## config.mk

```make
export PLATFORM = sky130hd
export DESIGN_NAME = sram_arbiter_l1_flat
export DESIGN_NICKNAME = d
export VERILOG_FILES = /design/src/rtl/sram_arbiter_l1_if.sv /design/src/rtl/sram_arbiter_l1.sv /design/src/flat_wrapper.sv
export SDC_FILE = /design/constraint.sdc
export NUM_CORES = 1
export LEC_CHECK = 0
export CORE_MARGIN = 3
export CORE_UTILIZATION = 38
export CTS_CLUSTER_SIZE = 16
export DETAILED_ROUTE_END_ITERATION = 7
export PLACE_DENSITY = 0.75
export SLEW_MARGIN = 15
export SYNTH_ARGS = -nofsm -noshare
export SYNTH_HDL_FRONTEND = slang
export SYNTH_SLANG_ARGS = --single-unit
export TNS_END_PERCENT = 100
```

## constraint.sdc

```tcl
create_clock -name clk -period 1.55 [get_ports clk]
set_input_delay 0.465 -clock clk [delete_from_list [all_inputs] [get_ports clk]]
set_output_delay 0.465 -clock clk [all_outputs]
set_load 0.01 [all_outputs]
```

## src/rtl/sram_arbiter_l1_if.sv

```systemverilog
// Requester handshake/payload/response and SRAM wrapper signals for sram_arbiter_l1.
// The arbiter takes the slave view; requesters and the wrapper model take the master view.
interface sram_arbiter_l1_if #(
    parameter int unsigned ADDR_W = 9,
    parameter int unsigned DATA_W = 32,
    parameter int unsigned MASK_W = 4
);
    logic              r0_req;
    logic              r0_ready;
    logic              r0_wr;
    logic [ADDR_W-1:0] r0_addr;
    logic [DATA_W-1:0] r0_wdata;
    logic [MASK_W-1:0] r0_wmask;
    logic              r0_resp_valid;
    logic [DATA_W-1:0] r0_rdata;
    logic              r0_err;

    logic              r1_req;
    logic              r1_ready;
    logic              r1_wr;
    logic [ADDR_W-1:0] r1_addr;
    logic [DATA_W-1:0] r1_wdata;
    logic [MASK_W-1:0] r1_wmask;
    logic              r1_resp_valid;
    logic [DATA_W-1:0] r1_rdata;
    logic              r1_err;

    logic              mem_csb;
    logic              mem_web;
    logic [ADDR_W-1:0] mem_addr;
    logic [DATA_W-1:0] mem_wdata;
    logic [MASK_W-1:0] mem_wmask;
    logic [DATA_W-1:0] mem_data_out;
    logic              mem_data_ready;

    modport slave (
        input  r0_req, r0_wr, r0_addr, r0_wdata, r0_wmask,
        input  r1_req, r1_wr, r1_addr, r1_wdata, r1_wmask,
        input  mem_data_out, mem_data_ready,
        output r0_ready, r0_resp_valid, r0_rdata, r0_err,
        output r1_ready, r1_resp_valid, r1_rdata, r1_err,
        output mem_csb, mem_web, mem_addr, mem_wdata, mem_wmask
    );

    modport master (
        output r0_req, r0_wr, r0_addr, r0_wdata, r0_wmask,
        output r1_req, r1_wr, r1_addr, r1_wdata, r1_wmask,
        output mem_data_out, mem_data_ready,
        input  r0_ready, r0_resp_valid, r0_rdata, r0_err,
        input  r1_ready, r1_resp_valid, r1_rdata, r1_err,
        input  mem_csb, mem_web, mem_addr, mem_wdata, mem_wmask
    );
endinterface

```

## src/rtl/sram_arbiter_l1.sv

```systemverilog
// Two-requester round-robin arbiter in front of a single-port SRAM wrapper: timed write
// strobes, read-ready wait with timeout, one-cycle response, then an idle gap.
module sram_arbiter_l1 #(
    parameter int unsigned ADDR_W      = 9,
    parameter int unsigned DATA_W      = 32,
    parameter int unsigned MASK_W      = 4,
    parameter int unsigned INIT_CYCLES = 16,
    parameter int unsigned WR_CYCLES   = 8,
    parameter int unsigned RD_TIMEOUT  = 32,
    parameter int unsigned GAP_CYCLES  = 4
) (
    input logic              clk,
    input logic              rst_n,
    sram_arbiter_l1_if.slave bus
);
    localparam int unsigned MaxAb  = (INIT_CYCLES > RD_TIMEOUT) ? INIT_CYCLES : RD_TIMEOUT;
    localparam int unsigned MaxCd  = (WR_CYCLES > GAP_CYCLES) ? WR_CYCLES : GAP_CYCLES;
    localparam int unsigned MaxCyc = (MaxAb > MaxCd) ? MaxAb : MaxCd;
    localparam int unsigned CntW   = $clog2(MaxCyc + 1);

    localparam logic [CntW-1:0] InitLast = CntW'(INIT_CYCLES - 1);
    localparam logic [CntW-1:0] WrLast   = CntW'(WR_CYCLES - 1);
    localparam logic [CntW-1:0] RdLast   = CntW'(RD_TIMEOUT - 1);
    localparam logic [CntW-1:0] GapLast  = CntW'(GAP_CYCLES - 1);

    typedef enum logic [2:0] {StInit, StIdle, StRdWait, StWrHold, StResp, StGap} state_e;

    state_e                   state_q, state_d;
    logic [CntW-1:0]          cnt_q, cnt_d;
    logic                     last_q, last_d;
    logic                     owner_q, owner_d;
    logic                     csb_q, csb_d;
    logic                     web_q, web_d;
    logic [ADDR_W-1:0]        addr_q, addr_d;
    logic [DATA_W-1:0]        wdata_q, wdata_d;
    logic [MASK_W-1:0]        wmask_q, wmask_d;
    logic [1:0]               resp_valid_q, resp_valid_d;
    logic [1:0][DATA_W-1:0]   rdata_q, rdata_d;
    logic [1:0]               err_q, err_d;

    logic              gnt0, gnt1;
    logic              sel_wr;
    logic [ADDR_W-1:0] sel_addr;
    logic [DATA_W-1:0] sel_wdata;
    logic [MASK_W-1:0] sel_wmask;

    // last_q names the requester served most recently; the other one wins a tie.
    assign gnt0 = (state_q == StIdle) && bus.r0_req && (!bus.r1_req || last_q);
    assign gnt1 = (state_q == StIdle) && bus.r1_req && (!bus.r0_req || !last_q);

    assign sel_wr    = gnt1 ? bus.r1_wr    : bus.r0_wr;
    assign sel_addr  = gnt1 ? bus.r1_addr  : bus.r0_addr;
    assign sel_wdata = gnt1 ? bus.r1_wdata : bus.r0_wdata;
    assign sel_wmask = gnt1 ? bus.r1_wmask : bus.r0_wmask;

    always_comb begin
        state_d      = state_q;
        cnt_d        = cnt_q + CntW'(1);
        last_d       = last_q;
        owner_d      = owner_q;
        csb_d        = csb_q;
        web_d        = web_q;
        addr_d       = addr_q;
        wdata_d      = wdata_q;
        wmask_d      = wmask_q;
        resp_valid_d = '0;
        rdata_d      = rdata_q;
        err_d        = err_q;

        unique case (state_q)
            StInit: begin
                if (cnt_q == InitLast) state_d = StIdle;
            end
            StIdle: begin
                if (gnt0 || gnt1) begin
                    owner_d = gnt1;
                    last_d  = gnt1;
                    addr_d  = sel_addr;
                    wdata_d = sel_wdata;
                    wmask_d = sel_wmask;
                    csb_d   = 1'b0;
                    web_d   = !sel_wr;
                    state_d = sel_wr ? StWrHold : StRdWait;
                end
            end
            StRdWait: begin
                if (bus.mem_data_ready) begin
                    rdata_d[owner_q] = bus.mem_data_out;
                    err_d[owner_q]   = 1'b0;
                    state_d          = StResp;
                end else if (cnt_q == RdLast) begin
                    err_d[owner_q] = 1'b1;
                    state_d        = StResp;
                end
            end
            StWrHold: begin
                if (cnt_q == WrLast) begin
                    err_d[owner_q] = 1'b0;
                    state_d        = StResp;
                end
            end
            StResp: begin
                state_d = StGap;
            end
            StGap: begin
                if (cnt_q == GapLast) state_d = StIdle;
            end
            default: begin
                state_d = StInit;
            end
        endcase

        // Release the wrapper as the response is registered so the gap starts with csb high.
        if (state_d == StResp && state_q != StResp) begin
            resp_valid_d[owner_q] = 1'b1;
            csb_d                 = 1'b1;
            web_d                 = 1'b1;
        end

        if (state_d != state_q || state_q == StIdle) cnt_d = '0;
    end

    always_ff @(posedge clk or negedge rst_n) begin
        if (!rst_n) begin
            state_q      <= StInit;
            cnt_q        <= '0;
            last_q       <= 1'b1;
            owner_q      <= 1'b0;
            csb_q        <= 1'b1;
            web_q        <= 1'b1;
            addr_q       <= '0;
            wdata_q      <= '0;
            wmask_q      <= '0;
            resp_valid_q <= '0;
            rdata_q      <= '0;
            err_q        <= '0;
        end else begin
            state_q      <= state_d;
            cnt_q        <= cnt_d;
            last_q       <= last_d;
            owner_q      <= owner_d;
            csb_q        <= csb_d;
            web_q        <= web_d;
            addr_q       <= addr_d;
            wdata_q      <= wdata_d;
            wmask_q      <= wmask_d;
            resp_valid_q <= resp_valid_d;
            rdata_q      <= rdata_d;
            err_q        <= err_d;
        end
    end

    assign bus.r0_ready      = gnt0;
    assign bus.r1_ready      = gnt1;
    assign bus.r0_resp_valid = resp_valid_q[0];
    assign bus.r1_resp_valid = resp_valid_q[1];
    assign bus.r0_rdata      = rdata_q[0];
    assign bus.r1_rdata      = rdata_q[1];
    assign bus.r0_err        = err_q[0];
    assign bus.r1_err        = err_q[1];
    assign bus.mem_csb       = csb_q;
    assign bus.mem_web       = web_q;
    assign bus.mem_addr      = addr_q;
    assign bus.mem_wdata     = wdata_q;
    assign bus.mem_wmask     = wmask_q;
endmodule

```

## src/flat_wrapper.sv

```systemverilog
// flat-port wrapper written by rule: the top's interface ports become plain ports
module sram_arbiter_l1_flat 
#(
    parameter int unsigned ADDR_W      = 9,
    parameter int unsigned DATA_W      = 32,
    parameter int unsigned MASK_W      = 4,
    parameter int unsigned INIT_CYCLES = 16,
    parameter int unsigned WR_CYCLES   = 8,
    parameter int unsigned RD_TIMEOUT  = 32,
    parameter int unsigned GAP_CYCLES  = 4
)
  (clk, rst_n, bus_r0_req, bus_r0_wr, bus_r0_addr, bus_r0_wdata, bus_r0_wmask, bus_r1_req, bus_r1_wr, bus_r1_addr, bus_r1_wdata, bus_r1_wmask, bus_mem_data_out, bus_mem_data_ready, bus_r0_ready, bus_r0_resp_valid, bus_r0_rdata, bus_r0_err, bus_r1_ready, bus_r1_resp_valid, bus_r1_rdata, bus_r1_err, bus_mem_csb, bus_mem_web, bus_mem_addr, bus_mem_wdata, bus_mem_wmask);
  sram_arbiter_l1_if #(.ADDR_W(ADDR_W), .DATA_W(DATA_W), .MASK_W(MASK_W)) bus_i ();
  input logic clk;
  input logic rst_n;
  input wire logic [$bits(bus_i.r0_req)-1:0] bus_r0_req;
  input wire logic [$bits(bus_i.r0_wr)-1:0] bus_r0_wr;
  input wire logic [$bits(bus_i.r0_addr)-1:0] bus_r0_addr;
  input wire logic [$bits(bus_i.r0_wdata)-1:0] bus_r0_wdata;
  input wire logic [$bits(bus_i.r0_wmask)-1:0] bus_r0_wmask;
  input wire logic [$bits(bus_i.r1_req)-1:0] bus_r1_req;
  input wire logic [$bits(bus_i.r1_wr)-1:0] bus_r1_wr;
  input wire logic [$bits(bus_i.r1_addr)-1:0] bus_r1_addr;
  input wire logic [$bits(bus_i.r1_wdata)-1:0] bus_r1_wdata;
  input wire logic [$bits(bus_i.r1_wmask)-1:0] bus_r1_wmask;
  input wire logic [$bits(bus_i.mem_data_out)-1:0] bus_mem_data_out;
  input wire logic [$bits(bus_i.mem_data_ready)-1:0] bus_mem_data_ready;
  output wire logic [$bits(bus_i.r0_ready)-1:0] bus_r0_ready;
  output wire logic [$bits(bus_i.r0_resp_valid)-1:0] bus_r0_resp_valid;
  output wire logic [$bits(bus_i.r0_rdata)-1:0] bus_r0_rdata;
  output wire logic [$bits(bus_i.r0_err)-1:0] bus_r0_err;
  output wire logic [$bits(bus_i.r1_ready)-1:0] bus_r1_ready;
  output wire logic [$bits(bus_i.r1_resp_valid)-1:0] bus_r1_resp_valid;
  output wire logic [$bits(bus_i.r1_rdata)-1:0] bus_r1_rdata;
  output wire logic [$bits(bus_i.r1_err)-1:0] bus_r1_err;
  output wire logic [$bits(bus_i.mem_csb)-1:0] bus_mem_csb;
  output wire logic [$bits(bus_i.mem_web)-1:0] bus_mem_web;
  output wire logic [$bits(bus_i.mem_addr)-1:0] bus_mem_addr;
  output wire logic [$bits(bus_i.mem_wdata)-1:0] bus_mem_wdata;
  output wire logic [$bits(bus_i.mem_wmask)-1:0] bus_mem_wmask;
  assign bus_i.r0_req = bus_r0_req;
  assign bus_i.r0_wr = bus_r0_wr;
  assign bus_i.r0_addr = bus_r0_addr;
  assign bus_i.r0_wdata = bus_r0_wdata;
  assign bus_i.r0_wmask = bus_r0_wmask;
  assign bus_i.r1_req = bus_r1_req;
  assign bus_i.r1_wr = bus_r1_wr;
  assign bus_i.r1_addr = bus_r1_addr;
  assign bus_i.r1_wdata = bus_r1_wdata;
  assign bus_i.r1_wmask = bus_r1_wmask;
  assign bus_i.mem_data_out = bus_mem_data_out;
  assign bus_i.mem_data_ready = bus_mem_data_ready;
  assign bus_r0_ready = bus_i.r0_ready;
  assign bus_r0_resp_valid = bus_i.r0_resp_valid;
  assign bus_r0_rdata = bus_i.r0_rdata;
  assign bus_r0_err = bus_i.r0_err;
  assign bus_r1_ready = bus_i.r1_ready;
  assign bus_r1_resp_valid = bus_i.r1_resp_valid;
  assign bus_r1_rdata = bus_i.r1_rdata;
  assign bus_r1_err = bus_i.r1_err;
  assign bus_mem_csb = bus_i.mem_csb;
  assign bus_mem_web = bus_i.mem_web;
  assign bus_mem_addr = bus_i.mem_addr;
  assign bus_mem_wdata = bus_i.mem_wdata;
  assign bus_mem_wmask = bus_i.mem_wmask;
  sram_arbiter_l1 #(.ADDR_W(ADDR_W), .DATA_W(DATA_W), .MASK_W(MASK_W), .INIT_CYCLES(INIT_CYCLES), .WR_CYCLES(WR_CYCLES), .RD_TIMEOUT(RD_TIMEOUT), .GAP_CYCLES(GAP_CYCLES)) u_core (.clk(clk), .rst_n(rst_n), .bus(bus_i));
endmodule
```

# == Word level (Yosys, flattened, before mapping) ==
# Index checks and enable logic that the tools add are counted.
# word_totals
register_bits,126
in_bits,129
out_inout_bits,117
word_cells,84
# op_classes
add_sub_neg,1
n_lt_le_gt_ge,2
n_eq_ne,14
mux,29
bitwise,3
n_reduce_logical,22
# ops
operator,count
bitwise mux 64 bit,1
2-to-1 mux 32 bit,2
demux 32 bit (select 1 bit),1
2-to-1 mux 3 bit,6
case mux 3 bit (6 select lines),1
== test 3 bit (second input constant),3
2-to-1 mux 1 bit,9
2-to-1 mux 9 bit,1
2-to-1 mux 2 bit,4
adder 6 x 1 -> 6 bit (second input constant),1
== test 3 x 2 -> 1 bit (second input constant),2
== test 6 x 2 -> 1 bit (second input constant),1
== test 6 x 3 -> 1 bit (second input constant),1
== test 6 x 4 -> 1 bit (second input constant),1
== test 6 x 5 -> 1 bit (second input constant),1
logical AND 1 bit,6
2-to-1 mux 6 bit,1
AND reduction 2 bit,3
nonzero test 2 bit,3
zero test 1 bit,4
logical OR 1 bit,4
2-to-1 mux 4 bit,1
case mux 2 bit (2 select lines),1
== test 3 x 1 -> 1 bit (second input constant),1
other kinds (12),12

# == Longest topological paths before layout ==
# Gate-level depths: netlist of run 1.
# logic_depth
word_depth,11
ltp_mapped,8
mapped_depth_nobuf,5

# == Worst setup path before layout of run 1 ==
# No wires, ideal clock.
# synth_timing
kind,register to output
from,register u_core.state_q[1]
to,output port bus_r1_ready
arrival_ns,1.194
required_ns,1.085
path_slack_ns,-0.109
stages_incl_launch_ff,7
path_buffers,3
cell_sequence,dfrtp_1 > clkbuf_8 > nor3b_4 > nand3_1 > inv_2 > buf_6 > buf_6
# synth_between
elab_chain_len,3
# synth_rtl
item,line_no,text
from (decl),sram_arbiter_l1.sv:28,"state_e state_q, state_d;"
from (signal assigned),sram_arbiter_l1.sv:125,state_q <= StInit;
from (signal assigned),sram_arbiter_l1.sv:138,state_q <= state_d;
== test 3 x 1 -> 1 bit,sram_arbiter_l1.sv:49,assign gnt1 = (state_q == StIdle) && bus.r1_req && (!bus.r0_req || !last_q);
logical AND 1 bit (2 in a row),sram_arbiter_l1.sv:49,
to (decl),flat_wrapper.sv:32,output wire logic [$bits(bus_i.r1_ready)-1:0] bus_r1_ready;
# No other way between the ends.

# == Worst setup path in the final report of run 1 ==
# layout_timing
from,register u_core.state_q[1]
to,output port bus_r0_ready
# layout_between
elab_chain_len,3
# layout_rtl
item,line_no,text
== test 3 x 1 -> 1 bit,sram_arbiter_l1.sv:48,assign gnt0 = (state_q == StIdle) && bus.r0_req && (!bus.r1_req || last_q);
logical AND 1 bit (2 in a row),sram_arbiter_l1.sv:48,
to (decl),flat_wrapper.sv:28,output wire logic [$bits(bus_i.r0_ready)-1:0] bus_r0_ready;
# No other way between the ends.

==> results.md, run 1 <==
* VDD IR max at 0.959 mV
* Synth-to-layout area growth at 77.3%
* Number of global-route vias before repair at 5,436
* Final non-filler cell total at 981
* Fin util at 69.9%
* Mean area per synthesized cell at 11.7 sq um
* Cell taking the most area after synthesis: dfrtp_1
* Cells on worst reg2reg path at 12
* Die X at 127 um
* M1 GR Usage at 27.2%
* Pleak at 4.34 nW
* Startpoint Class: register
* Setup ws final at -379 ps
* Reg2Reg Setup Slack at -350 ps
* Yosys cell types at 44
* Initial antenna violation count at 0
* Routing usage on met3 at 7.03%
* Outcome: complete, but fails checks
* Worst r2r dst: u_core.bus.mem_wdata[17]
* Worst slew pin tran at 449 ps
* GRT Max-Usage Layer: met2
* Total number of vias at 5,005
* Final worst path period share at 124%
* Hold slack at 477 ps
* Mapped Cells at 475
* Post-synth EDFFs at 0
* Cell Chain, Critical Path: nor3b_4, buf_4, and3_4, buf_6
* Net count after synthesis at 605
* Max-slew violations at 0
* Max FO, Critical Path at 2
* Worst endpoint data arrival time at 1460 ps
* WL/cell at 18.5 um
* Root buffer cell: clkbuf_16
* Num Clock Sinks at 126
* Power, Total at 18.1 mW
* Min-Delay Endpoint: u_core.bus.mem_csb
* DP Cell Count at 912
* Clk buf depth at 2
* DP Area at 8350 sq um
* H-tree lvl count at 4
* Hold_sp: u_core.bus.mem_csb
* Die extent in y at 127 um
* Layout cells sized above 1 at 31.0%
* Clock slew seen by the registers of the worst setup and hold paths at 50 ps
* Initial DRC Count at 208
* CTS tree: yes
* GRT Residual Overflow at 0
* Fill cells at 910
* Area occupied by multi-input gates at 2380 sq um
* RSZ-0062 raised after global routing: yes
* Register Area at 3160 sq um
* Sequential area share after synthesis at 57.0%
* Fmax at 518 MHz
* Drt total wl at 18.2 mm
* Pwr Density at 1840 nW/um^2
* Drt drc at 0
* Synth area leaders: dfrtp_1 (56%), mux2_4 (8.1%), mux2_2 (7.1%)
* Post-route ant nets at 0
* Worst slew margin at 70.0%
* First-pass GRT wire length at 29.0 mm
* Pin count of the biggest net entering global routing at 47
* Post-synth ARST share at 100%
* DRT Pass-1 Iters at 4
* # diodes at 0
* Mapped Area at 5530 sq um
* Finished Cell Area at 9810 sq um
* Initial Util at 39.4%
* Reg-to-Reg Start: u_core.state_q[1]
* Routability congestion estimate from global placement at 0.845
* Violated checks: negative setup slack
* Minimum clock period at 1930 ps
* Num CTS Buffers at 17
* Layout Skew at 5.38 ps
* Final setup fails at 122
* Full die area at 16,000 sq um
* CP max-delay cell: dfrtp_1
* Share of the synthesized area in the top cell type at 55.6%
* Ys Warns at 0
* Core Area at 14,000 sq um
* Total track usage at 22.9%
* # IOs at 246
* Nets at 919
* Synthesized flop and latch total at 126
* Clock Latency Late Sink at 410 ps
* Synth Flop Type: dfrtp_1
* WP data required at 1080 ps
* Max incr delay on CP at 400 ps
* CP endpoint kind: output pin
* Hold Crit Class: register to register
* Worst Path Class, Setup: register to output pin
* DR vias/cell at 5.10
* GRT met2 Usage at 39.6%
* IO buf count at 245
* Site row count at 43
* Number of instances on the worst hold path at 2
* Endpoints failing hold at 0
* Max-cap violations at 0
* Placed wire-length estimate at 11.7 mm
Yosys cell counts (2+ instances only):
library cell / n
buf_6: 7
nand4_1: 2
a211oi_1: 6
a21oi_1: 4
dfrtp_1: 123
xnor2_1: 2
nor2b_1: 2
o2bb2ai_1: 2
a21o_1: 2
and2_1: 2
mux2_2: 35
nand2_1: 97
nand3_1: 5
inv_1: 9
dfstp_2: 3
xor2_1: 3
a31oi_1: 48
buf_2: 18
buf_12: 3
nor2_1: 47
mux2_4: 30
o21ai_0: 3
state kept, by name (all words and copies together) (netlist names), named ones only:
name and count:
u_core.bus.mem_wdata 32, u_core.bus.r0_rdata 32, u_core.bus.r1_rdata 32, u_core.bus.mem_addr 9, u_core.cnt_q 6, u_core.bus.mem_wmask 4
u_core.state_q 3, u_core.resp_valid_q 2, u_core.bus.mem_csb 1, u_core.bus.mem_web 1, u_core.last_q 1, u_core.owner_q 1
worst max path at each step:
| stage | startpoint | to | slack, ps | depth (start not counted) |
|---|---|---|---|---|
| after floorplan | u_core.state_q[1] | bus_r1_ready | -110 | 6 |
| after global placement | bus_r1_req | bus_r0_ready | -660 | 4 |
| after detailed placement | bus_r0_req | u_core.cnt_q[3] | -730 | 6 |
| after CTS | u_core.state_q[1] | bus_r0_ready | -400 | 4 |
| after global routing | u_core.state_q[1] | bus_r0_ready | -460 | 4 |
| final | u_core.state_q[1] | bus_r0_ready | -380 | 4 |
logic make-up (layout without fill, tap and decap cells):
group,Yosys count,in the layout,synth area share (%)
AOI/OAI and AO/OA,74,74,8.89
xor gates and xnor gates,5,5,0.791
adders and majority gates,1,1,0.226
buffers and inverters,39,365,5.06
DFF,126,126,57.0
muxes,65,65,15.3
and+or+nand+nor,165,165,12.7
cell usage in the layout, fill, tap and decap left out, types with 4 or more instances in the layout:
cell / synthesis / layout
buf_6: 7 / 19
clkbuf_16: 0 / 18
mux2_4: 30 / 34
buf_8: 0 / 4
nand2_1: 97 / 82
nor2_1: 47 / 47
mux2_2: 35 / 31
buf_16: 0 / 9
clkbuf_1: 0 / 4
dfrtp_1: 123 / 123
nand2_2: 0 / 13
buf_12: 3 / 13
inv_1: 9 / 9
clkdlybuf4s15_1: 0 / 92
a31oi_1: 48 / 44
buf_4: 0 / 37
a211oi_2: 1 / 6
clkdlybuf4s50_1: 0 / 127
clkbuf_2: 0 / 20
clkbuf_8: 1 / 5
layer usage:
metal  up-vias  wire length [um]
li1       2277                 -
met1      2466              7040
met2       229              9360
met3        33              1400
met4         0               391
met5         -                 0
final cells by class:
cell class | instances | area share, %
clock buffers | 26 | 5.19
well taps | 180 | 2.30
multi-input cells | 310 | 24.2
repair buffers | 324 | 34.6
flip-flops and latches | 126 | 32.2
inverters | 10 | 0.408
clock inverters | 5 | 1.05
per-stage QoR:
step           setup WS, ps  TNS (ps)
4_1_cts                -405    -30920
6_report               -379    -34150
3_5_place_dp           -731    -52690
5_1_grt                -464    -42240
2_1_floorplan          -109      -207
3_3_place_gp           -658    -46530
where the power goes:
part	switching, mW	internal [mW]	total, mW
Clock	1.39	2.73	4.12
Sequential	0.889	4.81	5.70
Combinational	3.75	4.52	8.28
Total	6.03	12.1	18.1
critical path: cells and delay by family (launching register included):
family	cells	cell delay [ps]
AND/OR/NAND/NOR	2	410
flip-flops	1	400
buffers and inverters	2	250
what timing repair did:
action / 4_1_cts / 5_1_grt
endpoints found under the setup margin: 235 / 174
pin swaps: 62 / 7
hold buffers: 1 / 0
setup buffers: 29 / 7
hold endpoints to repair: 16 / 0
resized for setup: 302 / 67
gates cloned: 12 / 1
No activity file was read; power rests on OpenSTA's default activity.
==> run 2: changes to the inputs <==
- CTS_CLUSTER_DIAMETER: unset -> 120
==> results of run 2 <==
Final layout, timing and power as in run 1 (identical DEF).
